**src/rtl/led_strip_sequencer.sv**
```systemverilog
`default_nettype none
// ============================================================================
// Module  : led_strip_sequencer
// Brief   : Pads one frame of per-bin LED counts to exactly LEDS (shortfall to
//           the largest bin) and streams one bin index per LED over valid/ready.
// Revision: 1.0 - initial release
// ============================================================================
module led_strip_sequencer #(
    parameter int LEDS    = 50,
    parameter int BIN_QTY = 12,
    parameter int CW      = $clog2(LEDS),
    parameter int SW      = CW + $clog2(BIN_QTY)
) (
    input  logic                         clk,
    input  logic                         rst,
    input  logic [BIN_QTY-1:0][CW-1:0]   LEDCount,
    input  logic                         data_v,
    input  logic                         led_ready,
    output logic [$clog2(BIN_QTY)-1:0]   led_bin,
    output logic [CW-1:0]                led_index,
    output logic                         led_v,
    output logic                         frame_done,
    output logic                         frame_drop,
    output logic                         busy
);

    localparam int c_BW = $clog2(BIN_QTY);
    localparam int c_RW = CW + 1;

    localparam logic [2:0] c_ST_IDLE = 3'd0;
    localparam logic [2:0] c_ST_SUM  = 3'd1;
    localparam logic [2:0] c_ST_PAD  = 3'd2;
    localparam logic [2:0] c_ST_LOAD = 3'd3;
    localparam logic [2:0] c_ST_SEND = 3'd4;

    localparam logic [c_BW-1:0] c_PTR_LAST = c_BW'(BIN_QTY - 1);
    localparam logic [c_BW-1:0] c_PTR_ONE  = c_BW'(1);
    localparam logic [CW-1:0]   c_IDX_LAST = CW'(LEDS - 1);
    localparam logic [CW-1:0]   c_IDX_ONE  = CW'(1);
    localparam logic [c_RW-1:0] c_REM_ONE  = c_RW'(1);
    localparam logic [SW-1:0]   c_LEDS_SW  = SW'(LEDS);

    logic [2:0]                 r_state;
    logic [2:0]                 w_state_next;
    logic [BIN_QTY-1:0][CW-1:0] r_cnt;
    logic [SW-1:0]              r_sum;
    logic [CW-1:0]              r_max_val;
    logic [c_BW-1:0]            r_max_idx;
    logic [c_BW-1:0]            r_ptr;
    logic [c_RW-1:0]            r_pad;
    logic [c_RW-1:0]            r_remaining;
    logic [c_RW-1:0]            w_load_rem;
    logic [CW-1:0]              r_led_index;
    logic                       r_led_v;
    logic                       r_frame_done;
    logic                       r_frame_drop;
    logic                       r_busy;
    logic                       w_hs;
    logic                       w_last_beat;
    logic                       w_led_v_d;
    logic                       w_busy_d;
    logic                       w_frame_done_d;
    logic                       w_frame_drop_d;

    assign w_hs        = (r_state == c_ST_SEND) && led_ready;
    assign w_last_beat = (r_led_index == c_IDX_LAST);
    // One extra bit: an all-zero frame loads LEDS into a single bin.
    assign w_load_rem  = {1'b0, r_cnt[r_ptr]} + ((r_ptr == r_max_idx) ? r_pad : '0);

    always_ff @(posedge clk or posedge rst) begin
        if (rst) begin
            r_state <= c_ST_IDLE;
        end else begin
            r_state <= w_state_next;
        end
    end

    always_comb begin
        w_state_next = r_state;
        case (r_state)
            c_ST_IDLE: if (data_v) w_state_next = c_ST_SUM;
            c_ST_SUM:  if (r_ptr == c_PTR_LAST) w_state_next = c_ST_PAD;
            c_ST_PAD:  w_state_next = c_ST_LOAD;
            c_ST_LOAD: if (w_load_rem != '0) w_state_next = c_ST_SEND;
            c_ST_SEND: begin
                if (w_hs) begin
                    if (w_last_beat) begin
                        w_state_next = c_ST_IDLE;
                    end else if (r_remaining == c_REM_ONE) begin
                        w_state_next = c_ST_LOAD;
                    end
                end
            end
            default:   w_state_next = c_ST_IDLE;
        endcase
    end

    always_comb begin
        w_led_v_d      = (w_state_next == c_ST_SEND);
        w_busy_d       = (w_state_next != c_ST_IDLE);
        w_frame_done_d = w_hs && w_last_beat;
        w_frame_drop_d = data_v && (r_state != c_ST_IDLE);
    end

    always_ff @(posedge clk or posedge rst) begin
        if (rst) begin
            r_cnt        <= '0;
            r_sum        <= '0;
            r_max_val    <= '0;
            r_max_idx    <= '0;
            r_ptr        <= '0;
            r_pad        <= '0;
            r_remaining  <= '0;
            r_led_index  <= '0;
            r_led_v      <= 1'b0;
            r_frame_done <= 1'b0;
            r_frame_drop <= 1'b0;
            r_busy       <= 1'b0;
        end else begin
            r_led_v      <= w_led_v_d;
            r_busy       <= w_busy_d;
            r_frame_done <= w_frame_done_d;
            r_frame_drop <= w_frame_drop_d;
            case (r_state)
                c_ST_IDLE: begin
                    if (data_v) begin
                        r_cnt       <= LEDCount;
                        r_sum       <= '0;
                        r_max_val   <= '0;
                        r_max_idx   <= '0;
                        r_ptr       <= '0;
                        r_led_index <= '0;
                    end
                end
                c_ST_SUM: begin
                    r_sum <= r_sum + SW'(r_cnt[r_ptr]);
                    // Strictly greater keeps the lowest index on ties.
                    if (r_cnt[r_ptr] > r_max_val) begin
                        r_max_val <= r_cnt[r_ptr];
                        r_max_idx <= r_ptr;
                    end
                    r_ptr <= (r_ptr == c_PTR_LAST) ? '0 : r_ptr + c_PTR_ONE;
                end
                c_ST_PAD: begin
                    r_pad <= (r_sum < c_LEDS_SW) ? c_RW'(c_LEDS_SW - r_sum) : '0;
                end
                c_ST_LOAD: begin
                    if (w_load_rem == '0) begin
                        r_ptr <= r_ptr + c_PTR_ONE;
                    end else begin
                        r_remaining <= w_load_rem;
                    end
                end
                c_ST_SEND: begin
                    if (w_hs) begin
                        r_remaining <= r_remaining - c_REM_ONE;
                        if (w_last_beat) begin
                            r_led_index <= '0;
                            r_ptr       <= '0;
                        end else begin
                            r_led_index <= r_led_index + c_IDX_ONE;
                            if (r_remaining == c_REM_ONE) begin
                                r_ptr <= r_ptr + c_PTR_ONE;
                            end
                        end
                    end
                end
                default: ;
            endcase
        end
    end

    assign led_bin    = r_ptr;
    assign led_index  = r_led_index;
    assign led_v      = r_led_v;
    assign frame_done = r_frame_done;
    assign frame_drop = r_frame_drop;
    assign busy       = r_busy;

endmodule
`default_nettype wire

```
**config.mk**
```make
export PLATFORM = sky130hd
export DESIGN_NAME = led_strip_sequencer
export DESIGN_NICKNAME = d
export VERILOG_FILES = /design/src/rtl/led_strip_sequencer.sv
export SDC_FILE = /design/constraint.sdc
export NUM_CORES = 1
export LEC_CHECK = 0
export BUFFER_PORTS_ARGS = -buffer_cell sky130_fd_sc_hd__buf_2
export CORE_MARGIN = 1
export CORE_UTILIZATION = 50
export DETAILED_ROUTE_END_ITERATION = 12
export PLACE_DENSITY = 0.73
export SLEW_MARGIN = 40
export SYNTH_ARGS = -nofsm -noshare
export SYNTH_HDL_FRONTEND = slang
export SYNTH_SLANG_ARGS = --single-unit
```
**constraint.sdc**
```tcl
create_clock -name clk -period 6.35 [get_ports clk]
set_input_delay 0.3175 -clock clk [delete_from_list [all_inputs] [get_ports clk]]
set_output_delay 0.3175 -clock clk [all_outputs]
set_load 0.01 [all_outputs]
```
Word-level counts from Yosys, hierarchy flattened. Cells that the tools add are included.

Register bits after elaboration: 123. Bits of input ports: 76. Output and inout port bits: 14. Logic and storage cells: 97.

$add $sub $neg: 6. $lt $le $gt $ge: 3. Equal/unequal tests: 15. Muxes and demuxes: 31. Reduce and logical (&&, ||, !) cells: 18.

Operators by type and width (count): $mux W6 (5); $mux W4 (7); $mux W7 (4); $bmux W6 S4 (1); $pmux W6 S2 (2); $pmux W10 S2 (1); $mux W3 (6); $pmux W4 S4 (1); $pmux W3 S5 (1); $pmux W7 S2 (1); $add A10 B6 Y10 (1); $lt A10 B6 Y1 const B (1); $mux W10 (1); $ne A2 B2 Y1 const B (5); $reduce_and A3 Y1 (3); $pmux W4 S2 (1); $add A6 B7 Y7 (1); $eq A7 B1 Y1 const B (1); $logic_not A7 Y1 (1); $reduce_bool A7 Y1 (1); $sub A6 B7 Y7 const A (1); $sub A7 B1 Y7 const B (1); $add A6 B1 Y6 const B (1); $eq A3 B2 Y1 const B (2); other kinds (16) (23).

Depth between registers and ports, before layout. Gate-level depths: netlist (run 1).

Word-level depth: 7. Mapped depth: 16. Mapped depth without buffers: 13.

Worst setup path after synthesis (run 1). Ideal clock, no wire load.

Path kind: reg-to-reg. Start: register r_ptr[0] (netlist: led_bin[0]). End: register r_remaining[0]. Setup time: 0.126 ns. Arrival time: 3.784 ns. Data required time: 6.224 ns. Slack: 2.440 ns. Cell stages (with the launch flop): 16. Buffers on the path: 2. Period minus slack after synthesis: 3.910 ns. Cell sequence: dfrtp_1 buf_1 mux4_2 nand2_1 a21oi_1 a31oi_1 inv_1 ha_1 fa_1 nand3_1 a21oi_1 a211o_2 a211oi_4 buf_6 o31ai_2 a221o_1.

Cells in the longest elaborated chain, start to end: 6. Elaborated cells between the ends (all ways): 10. Classes of those cells: add/sub (1); eq/ne (2); mux (5); reduce/logical (2).

RTL lines: start, declared (RTL line 49) `logic [c_BW-1:0] r_ptr;`; start signal, assigned (RTL line 142) `r_ptr <= (r_ptr == c_PTR_LAST) ? '0 : r_ptr + c_PTR_ONE;`; start signal, assigned (RTL line 149) `r_ptr <= r_ptr + c_PTR_ONE;`; start signal, assigned (RTL line 163) `r_ptr <= r_ptr + c_PTR_ONE;`; $bmux W6 S4 / $eq A4 B4 Y1 (equally long branches) (RTL line 68) `assign w_load_rem = {1'b0, r_cnt[r_ptr]} + ((r_ptr == r_max_idx) ? r_pad : '0);`; $mux W6 (implied by the code) / $mux W7 (equally long branches) (RTL line 68); $add A6 B7 Y7 * (RTL line 68); $logic_not A7 Y1 (RTL line 148) `if (w_load_rem == '0) begin`; $ne A2 B2 Y1 (no line); $reduce_and A3 Y1 (no line); end signal, assigned (RTL line 151) `r_remaining <= w_load_rem;`; end signal, assigned (RTL line 156) `r_remaining <= r_remaining - c_REM_ONE;`; end, declared (RTL line 51) `logic [c_RW-1:0] r_remaining;`.

Every way passes the cells marked *; elsewhere a longest branch is shown, timed or not. The select of a mux whose other input is x is not followed. A chain may end at the register's enable or synchronous reset.

Worst setup path after layout (run 1).
Start: register r_ptr[1] (netlist: led_bin[1]). End: register r_busy (netlist: busy).

Cells in the longest elaborated chain, start to end: 7. Elaborated cells between the ends (all ways): 11. Classes of those cells: add/sub (1); eq/ne (2); mux (6); reduce/logical (2).

RTL lines: $bmux W6 S4 / $eq A4 B4 Y1 (equally long branches) (RTL line 68); $mux W6 (implied by the code) / $mux W7 (equally long branches) (RTL line 68); $add A6 B7 Y7 (RTL line 68); $reduce_bool A7 Y1 (RTL line 84) `c_ST_LOAD: if (w_load_rem != '0) w_state_next = c_ST_SEND;`; $mux W3 (RTL line 84); $pmux W3 S5 * (RTL line 80) `case (r_state)`; named net w_state_next[2] (RTL line 44) `logic [2:0] w_state_next;`; $reduce_bool A3 Y1 * (RTL line 100) `w_busy_d = (w_state_next != c_ST_IDLE);`; named net w_busy_d (RTL line 61) `logic w_busy_d;`; end signal, assigned (RTL line 121) `r_busy <= w_busy_d;`; end, declared (RTL line 57) `logic r_busy;`.

Mark *: on every way through the listed nets, which the timed path passes. The rest lies on a longest branch. The select of a mux whose other input is x is not followed.

==> results of run 1 <==
## tightest hold or removal path, cell delays in order
cell and delay (ps):
buf_2 70, nand2_1 40, nand2_1 40
## final cells by class
| type | count | area share, % |
|---|---|---|
| clock buffers | 22 | 5.89 |
| well taps | 172 | 2.79 |
| repair buffers | 96 | 6.59 |
| multi-input cells | 538 | 42.7 |
| clock inverters | 8 | 0.942 |
| inverters | 23 | 1.15 |
| flip-flops and latches | 123 | 40.0 |
## report_power, final
group | switching (mW) | internal (mW) | total, mW
Combinational | 1.08 | 0.913 | 1.99
Clock | 0.332 | 0.539 | 0.871
Sequential | 0.302 | 1.12 | 1.42
## cells in the final DEF, fill, tap and decap left out, drive strengths merged, types with 3 or more instances in the layout
cell type  count
nand2        269
dfrtp        123
buf           95
o21ai         34
a21oi         27
ha            24
inv           23
nor2          22
clkbuf        22
mux4          18
nand3         15
mux2i          9
xor2           8
o211ai         8
and2           8
nor3           7
a21o           6
nand2b         6
a31o           6
mux2           6
nor2b          5
xnor2          5
nor4           5
a31oi          4
clkinv         4
o31ai          4
clkinvlp       3
nor3b          3
a211oi         3
o311ai         3
## final timing paths
check                      slack (ps)            to  cells after the start    startpoint
setup / recovery                 1930          busy                     13    led_bin[1]
hold / removal                     80     r_cnt[70]                      3  LEDCount[70]
setup reg to reg                 1930          busy                     13    led_bin[1]
hold reg to reg                   480     r_cnt[24]                      2     r_cnt[24]
max in group asynchronous        4700    led_bin[0]                      4           rst
min in group asynchronous         520  led_index[5]                      3           rst
## logic make-up after synthesis
family | count (synthesis) | synth area share (%)
buf+inv | 56 | 3.57
fa+ha+maj | 26 | 5.17
xor+xnor | 13 | 1.73
simple gates | 354 | 22.9
mux | 33 | 8.55
compound gates | 112 | 11.3
flops | 123 | 46.8
## routing by layer
metal  up-vias  part of all wire [%]  GRT usage [%]
li1       2598                     -              -
met4         0                   2.8           10.8
met2       160                    50           41.9
met5         -                     0              0
met3        35                   5.0           6.28
met1      2670                    43           31.6
## registers in the layout (all words and copies together) (netlist names), 3 cells and up
signal	cells
r_max_val	6
r_remaining	7
r_cnt	72
r_pad	7
r_max_idx	4
r_sum	10
led_index	6
led_bin	4
r_state	3
## synth_stat cells, types with 2 or more instances
library cell,instances,area (um^2)
nand2_1,269,1010
dfrtp_1,123,3080
o21ai_0,34,170
a21oi_1,26,130
ha_1,24,300
clkbuf_1,23,86.3
inv_1,23,86.3
nor2_1,22,82.6
mux4_2,18,405
nand3_1,15,75.1
mux2i_1,9,90.1
o211ai_1,8,60.1
xor2_1,8,70.1
nor3_1,7,35.0
a21o_1,6,45.0
a31o_2,6,52.6
and2_2,6,45.0
mux2_2,6,67.6
nand2b_1,6,37.5
nor2b_1,5,31.3
xnor2_1,5,43.8
a31oi_1,4,25.0
buf_1,4,15.0
nor4_1,4,25.0
o31ai_1,3,22.5
a211oi_1,2,15.0
and2_1,2,12.5
buf_2,2,10.0
buf_4,2,15.0
buf_6,2,22.5
fa_1,2,40.0
nand3b_1,2,15.0
nand4_1,2,12.5
nor3b_1,2,15.0
o21a_1,2,15.0
o21bai_1,2,15.0
o311ai_0,2,17.5
or2_2,2,12.5
or3_1,2,12.5
## metrics by stage
stage          total power, mW  worst slack, ps  utilization [%]  cells  instance area [um^2]
2_1_floorplan             2.91             2440                -    717                  6580
3_3_place_gp              3.30             1910             56.2    951                  7150
3_5_place_dp              3.41             1810             56.3    951                  7160
4_1_cts                   4.31             1800             60.5    982                  7700
5_1_grt                   4.61             1620             60.6    982                  7700
6_report                  4.29             1930             60.6    982                  7700
==> flow_summary.json, run 1 <==
{
  "drt-initial-drc-count": 402,
  "clock_path_buffers": 2,
  "cpPeakStageDelay_ps": 780,
  "cp.arrival_ps": 4710,
  "start_util_pct": 51.7,
  "cts_buffers": 17,
  "synth_warnings": 0,
  "p_per_area_mw_per_mm2": 556,
  "netlist_instances": 717,
  "fillerInstances": 1133,
  "drive_gt1_share_pct": 21.5,
  "grt_pass1_vias": 5495,
  "clock_latency_ps": 420,
  "synth_cell_types": 64,
  "clkSinkCount": 123,
  "antenna_found_initial": 0,
  "max-vdd-ir-drop_v": 0.000258,
  "die_w_um": 117,
  "seqCellArea_mm2": 0.00308,
  "hold_path_class": "input port to flop",
  "multiInputGateArea_mm2": 0.00329,
  "cts-root-buf": "clkbuf_16",
  "setup_viol": 0,
  "tritoncts": "done",
  "synth_area_mm2": 0.00658,
  "dieArea_mm2": 0.0136,
  "synthArstFlopShare_pct": 100,
  "ys_ff_latch": 123,
  "rows": 41,
  "synth_edf_count": 0,
  "drt-vias-per-instance": 5.56,
  "die_h_um": 117,
  "worst_slew_pin_slew_ps": 809,
  "crit_buf_inv": 1,
  "report.final.slew_viol_count": 0,
  "io-pin-count": 90,
  "grtUsageTotal_pct": 25.3,
  "crit_fanout": 15,
  "grt_overflow": 0,
  "relSlewSlack_pct": 46.1,
  "grt_setup_unrepaired": "no",
  "synth_ff_type": "dfrtp_1",
  "num_vias": 5463,
  "worstPathRequired_ps": 6640,
  "gp_congestion": 0.843,
  "synth_nets": 819,
  "crit_chain": "mux4_2, nand2_1, a21oi_1, a31oi_1, inv_1, ha_1, fa_1, nand3_1, a21oi_1, a211o_2, a211oi_4, o21ai_0, or3b_1",
  "synth.avg_cell_area_um2": 9.18,
  "wl_per_cell_um": 15.8,
  "firstDrtPassIters": 4,
  "timing.hold.ws_ps": 80.9,
  "nets": 901,
  "crit_family": "compound AO/OA/AOI/OAI gates",
  "drv_cap": 0,
  "cp-end-kind": "flop",
  "hold_buffers": 1,
  "syn_to_final_growth_pct": 17.1,
  "cts_setup_buffers": 0,
  "crit_top_cell": "a21oi_1",
  "cts.clk_slew.worst_paths_ps": 50,
  "skew_ps": 9.26,
  "ys_seq_area_share_pct": 46.8,
  "hold_viol": 0,
  "drcViolationCount": 0,
  "grt_pass1_wl_um": 26000,
  "cts_max_level": 4,
  "status": "finished, final reports clean",
  "post-dp-hpwl_um": 10600,
  "core_mm2": 0.0127,
  "slowest_stage": "dfrtp_1",
  "cts_resized": 0,
  "numPortBuffers": 89,
  "final.setup.tns_ps": 0,
  "startpoint_type": "flop",
  "period_minus_slack_ps": 4420,
  "antenna_left": 0,
  "grt_start_max_net_pins": 88,
  "worstSetupPathType": "flop to flop",
  "fin_crit_sh_pct": 69.6,
  "leakage_nw": 3.85,
  "insertedDiodeCount": 0,
  "wirelength_um": 15500,
  "fmax_mhz": 226
}
Note: power is estimated with default switching activity, not from simulation.
==> run 2: changes to the inputs <==
--- a/config.mk
+++ b/config.mk
@@ -9,7 +9,7 @@
 export CORE_MARGIN = 1
 export CORE_UTILIZATION = 50
 export DETAILED_ROUTE_END_ITERATION = 12
-export PLACE_DENSITY = 0.73
+export PLACE_DENSITY = 0.76
 export SLEW_MARGIN = 40
 export SYNTH_ARGS = -nofsm -noshare
 export SYNTH_HDL_FRONTEND = slang
==> constraint.sdc (replaced) <==
create_clock -name clk -period 3.7 [get_ports clk]
set_input_delay 0.185 -clock clk [delete_from_list [all_inputs] [get_ports clk]]
set_output_delay 0.185 -clock clk [all_outputs]
set_load 0.01 [all_outputs]
==> flow_summary.json, run 2 (synthesis results as in run 1) <==
{
  "status": "finished, final reports clean",
  "dr.max_layer_used": "met4",
  "drt-initial-drc-count": 532,
  "post-place-cells": 976,
  "hold_path_class": "input port to flop",
  "dieArea_mm2": 0.0136,
  "startpoint_type": "flop",
  "numPortBuffers": 89,
  "antenna_left": 0,
  "worstPathRequired_ps": 3990,
  "crit_chain": "buf_12, buf_4, mux4_2, a31o_2, ha_4, a211oi_4, or4b_4, o311ai_4, a211oi_4, buf_4, buf_6, o21a_2, a221o_1",
  "worst_slew_pin_slew_ps": 794,
  "syn_to_final_growth_pct": 35.0,
  "antenna_found_initial": 0,
  "timing.hold.ws_ps": 46.6,
  "slowest_stage": "mux4_2",
  "r2r_slack_ps": 80,
  "hold-path-endpoint": "frame_drop",
  "layout_commonest_cell": "nand2_1",
  "core_mm2": 0.0127,
  "cts.clk_slew.worst_paths_ps": 50,
  "crit_fanout": 10,
  "finalNonFillerCells": 1090,
  "post-dp-hpwl_um": 11200,
  "period_minus_slack_ps": 3620,
  "timing.rr.start": "led_bin[0]",
  "hold_depth": 2,
  "hold_path_startpoint": "data_v",
  "r2r_cells": 13,
  "wl_met1_um": 7500,
  "die_w_um": 117,
  "fmax_mhz": 276,
  "report.final.slew_viol_count": 0,
  "final.setup.tns_ps": 0,
  "rows": 41,
  "firstDrtPassIters": 5,
  "wl_per_cell_um": 16.9,
  "wl_met3_um": 973,
  "die_h_um": 117,
  "setup_viol": 0,
  "drive_gt1_share_pct": 24.7,
  "nets": 1007,
  "hold_viol": 0,
  "seqCellArea_mm2": 0.00308,
  "crit_buf_inv": 4,
  "num_vias": 6008,
  "clkSinkCount": 123,
  "layout_common_cells": "nand2_1 (268), dfrtp_1 (120), buf_2 (89)",
  "crit_family": "compound AO/OA/AOI/OAI gates",
  "relSlewSlack_pct": 46.9,
  "largest_register": "r_cnt",
  "grt_start_max_net_pins": 79,
  "worstSetupPathType": "flop to flop",
  "cp-end-kind": "flop",
  "drt-vias-per-instance": 5.51,
  "drcViolationCount": 0,
  "cts_max_level": 4,
  "insertedDiodeCount": 0,
  "fin_util_pct": 69.8,
  "reg_top3": "r_cnt x72, r_sum x10",
  "cts_buffers": 17,
  "max-vdd-ir-drop_v": 0.000538,
  "clock_path_buffers": 2,
  "largest_reg_flops": 72,
  "met2WireLength_um": 9470,
  "leakage_nw": 4.37,
  "cts-root-buf": "clkbuf_16",
  "r2r-end": "r_remaining[0]",
  "multiInputGateArea_mm2": 0.00337,
  "wirelength_um": 18400,
  "start_util_pct": 51.7,
  "skew_ps": 8.09,
  "grt_pass1_vias": 5901,
  "cp.arrival_ps": 3910,
  "gp_congestion": 0.880,
  "grt_overflow": 0,
  "p_per_area_mw_per_mm2": 939,
  "clock_latency_ps": 420,
  "tritoncts": "done",
  "io-pin-count": 90,
  "grt_pass1_wl_um": 29500,
  "fillerInstances": 920,
  "fin_crit_sh_pct": 97.8,
  "grtUsageTotal_pct": 28.7,
  "drv_cap": 0,
  "crit_path_start": "led_bin[0]",
  "cpPeakStageDelay_ps": 540
}
run 2: changes by cell type in the layout (fill, tap and decap cells not counted), sizes merged:
cell	previous run	this run
clkinvlp	3	4
buf	95	129
dlygate4sd3	1	73
bufinv	1	3
clkinv	4	3
run 2: per-stage QoR:
| step | area (um^2) | total power, mW | worst slack, ps |
|---|---|---|---|
| global placement | 7360 | 5.99 | -22.2 |
| global route | 8890 | 8.91 | -69.1 |
| detailed placement | 7370 | 6.16 | -99.6 |
| finish | 8890 | 8.34 | 80.0 |
| floorplan | 6590 | 5.01 | 23.5 |
| CTS | 8740 | 8.06 | 4.40 |
run 2: worst max path at each step:
| stage | to | slack (ps) | cells past startpoint |
|---|---|---|---|
| after floorplan | r_remaining[0] | 20 | 16 |
| after global placement | r_remaining[6] | -20 | 14 |
| after detailed placement | r_remaining[3] | -100 | 14 |
| after CTS | r_remaining[3] | 4 | 14 |
| after global routing | led_bin[1] | -70 | 15 |
| final | r_remaining[0] | 80 | 13 |
run 2: power by group:
group / switching, mW / internal, mW / total [mW]
combinational: 2.17 / 2.02 / 4.20
sequential: 0.476 / 1.93 / 2.40
clock: 0.615 / 1.13 / 1.74
run 2: cell type report:
type	instances	share of cell area (%)
clock inverters	10	1.56
well taps	172	2.42
clock buffers	22	5.45
repair buffers	202	17.0
multi-input cells	538	37.9
flip-flops and latches	123	34.7
inverters	23	1.03
run 2: what timing repair did:
action,CTS,global route
gates resized for setup,3,19
setup buffers,2,7
pin swaps,2,6
hold buffers,73,0
endpoints found under the hold margin,132,0
setup endpoints to repair,12,14
run 2: worst register-to-register path, stage by stage, from the launching register on:
cell      delay (ps)
dfrtp_2          440
buf_12           160
buf_4            140
mux4_2           540
a31o_2           320
ha_4             290
a211oi_4          60
or4b_4           540
o311ai_4         100
a211oi_4          80
buf_4            170
buf_6            130
o21a_2           230
a221o_1          310
run 2: routing by layer:
layer | global-route usage [%] | vias up
li1 | - | 2802
met1 | 35.9 | 2939
met2 | 48.6 | 222
met3 | 6.02 | 45
met4 | 12.2 | 0
met5 | 0 | -
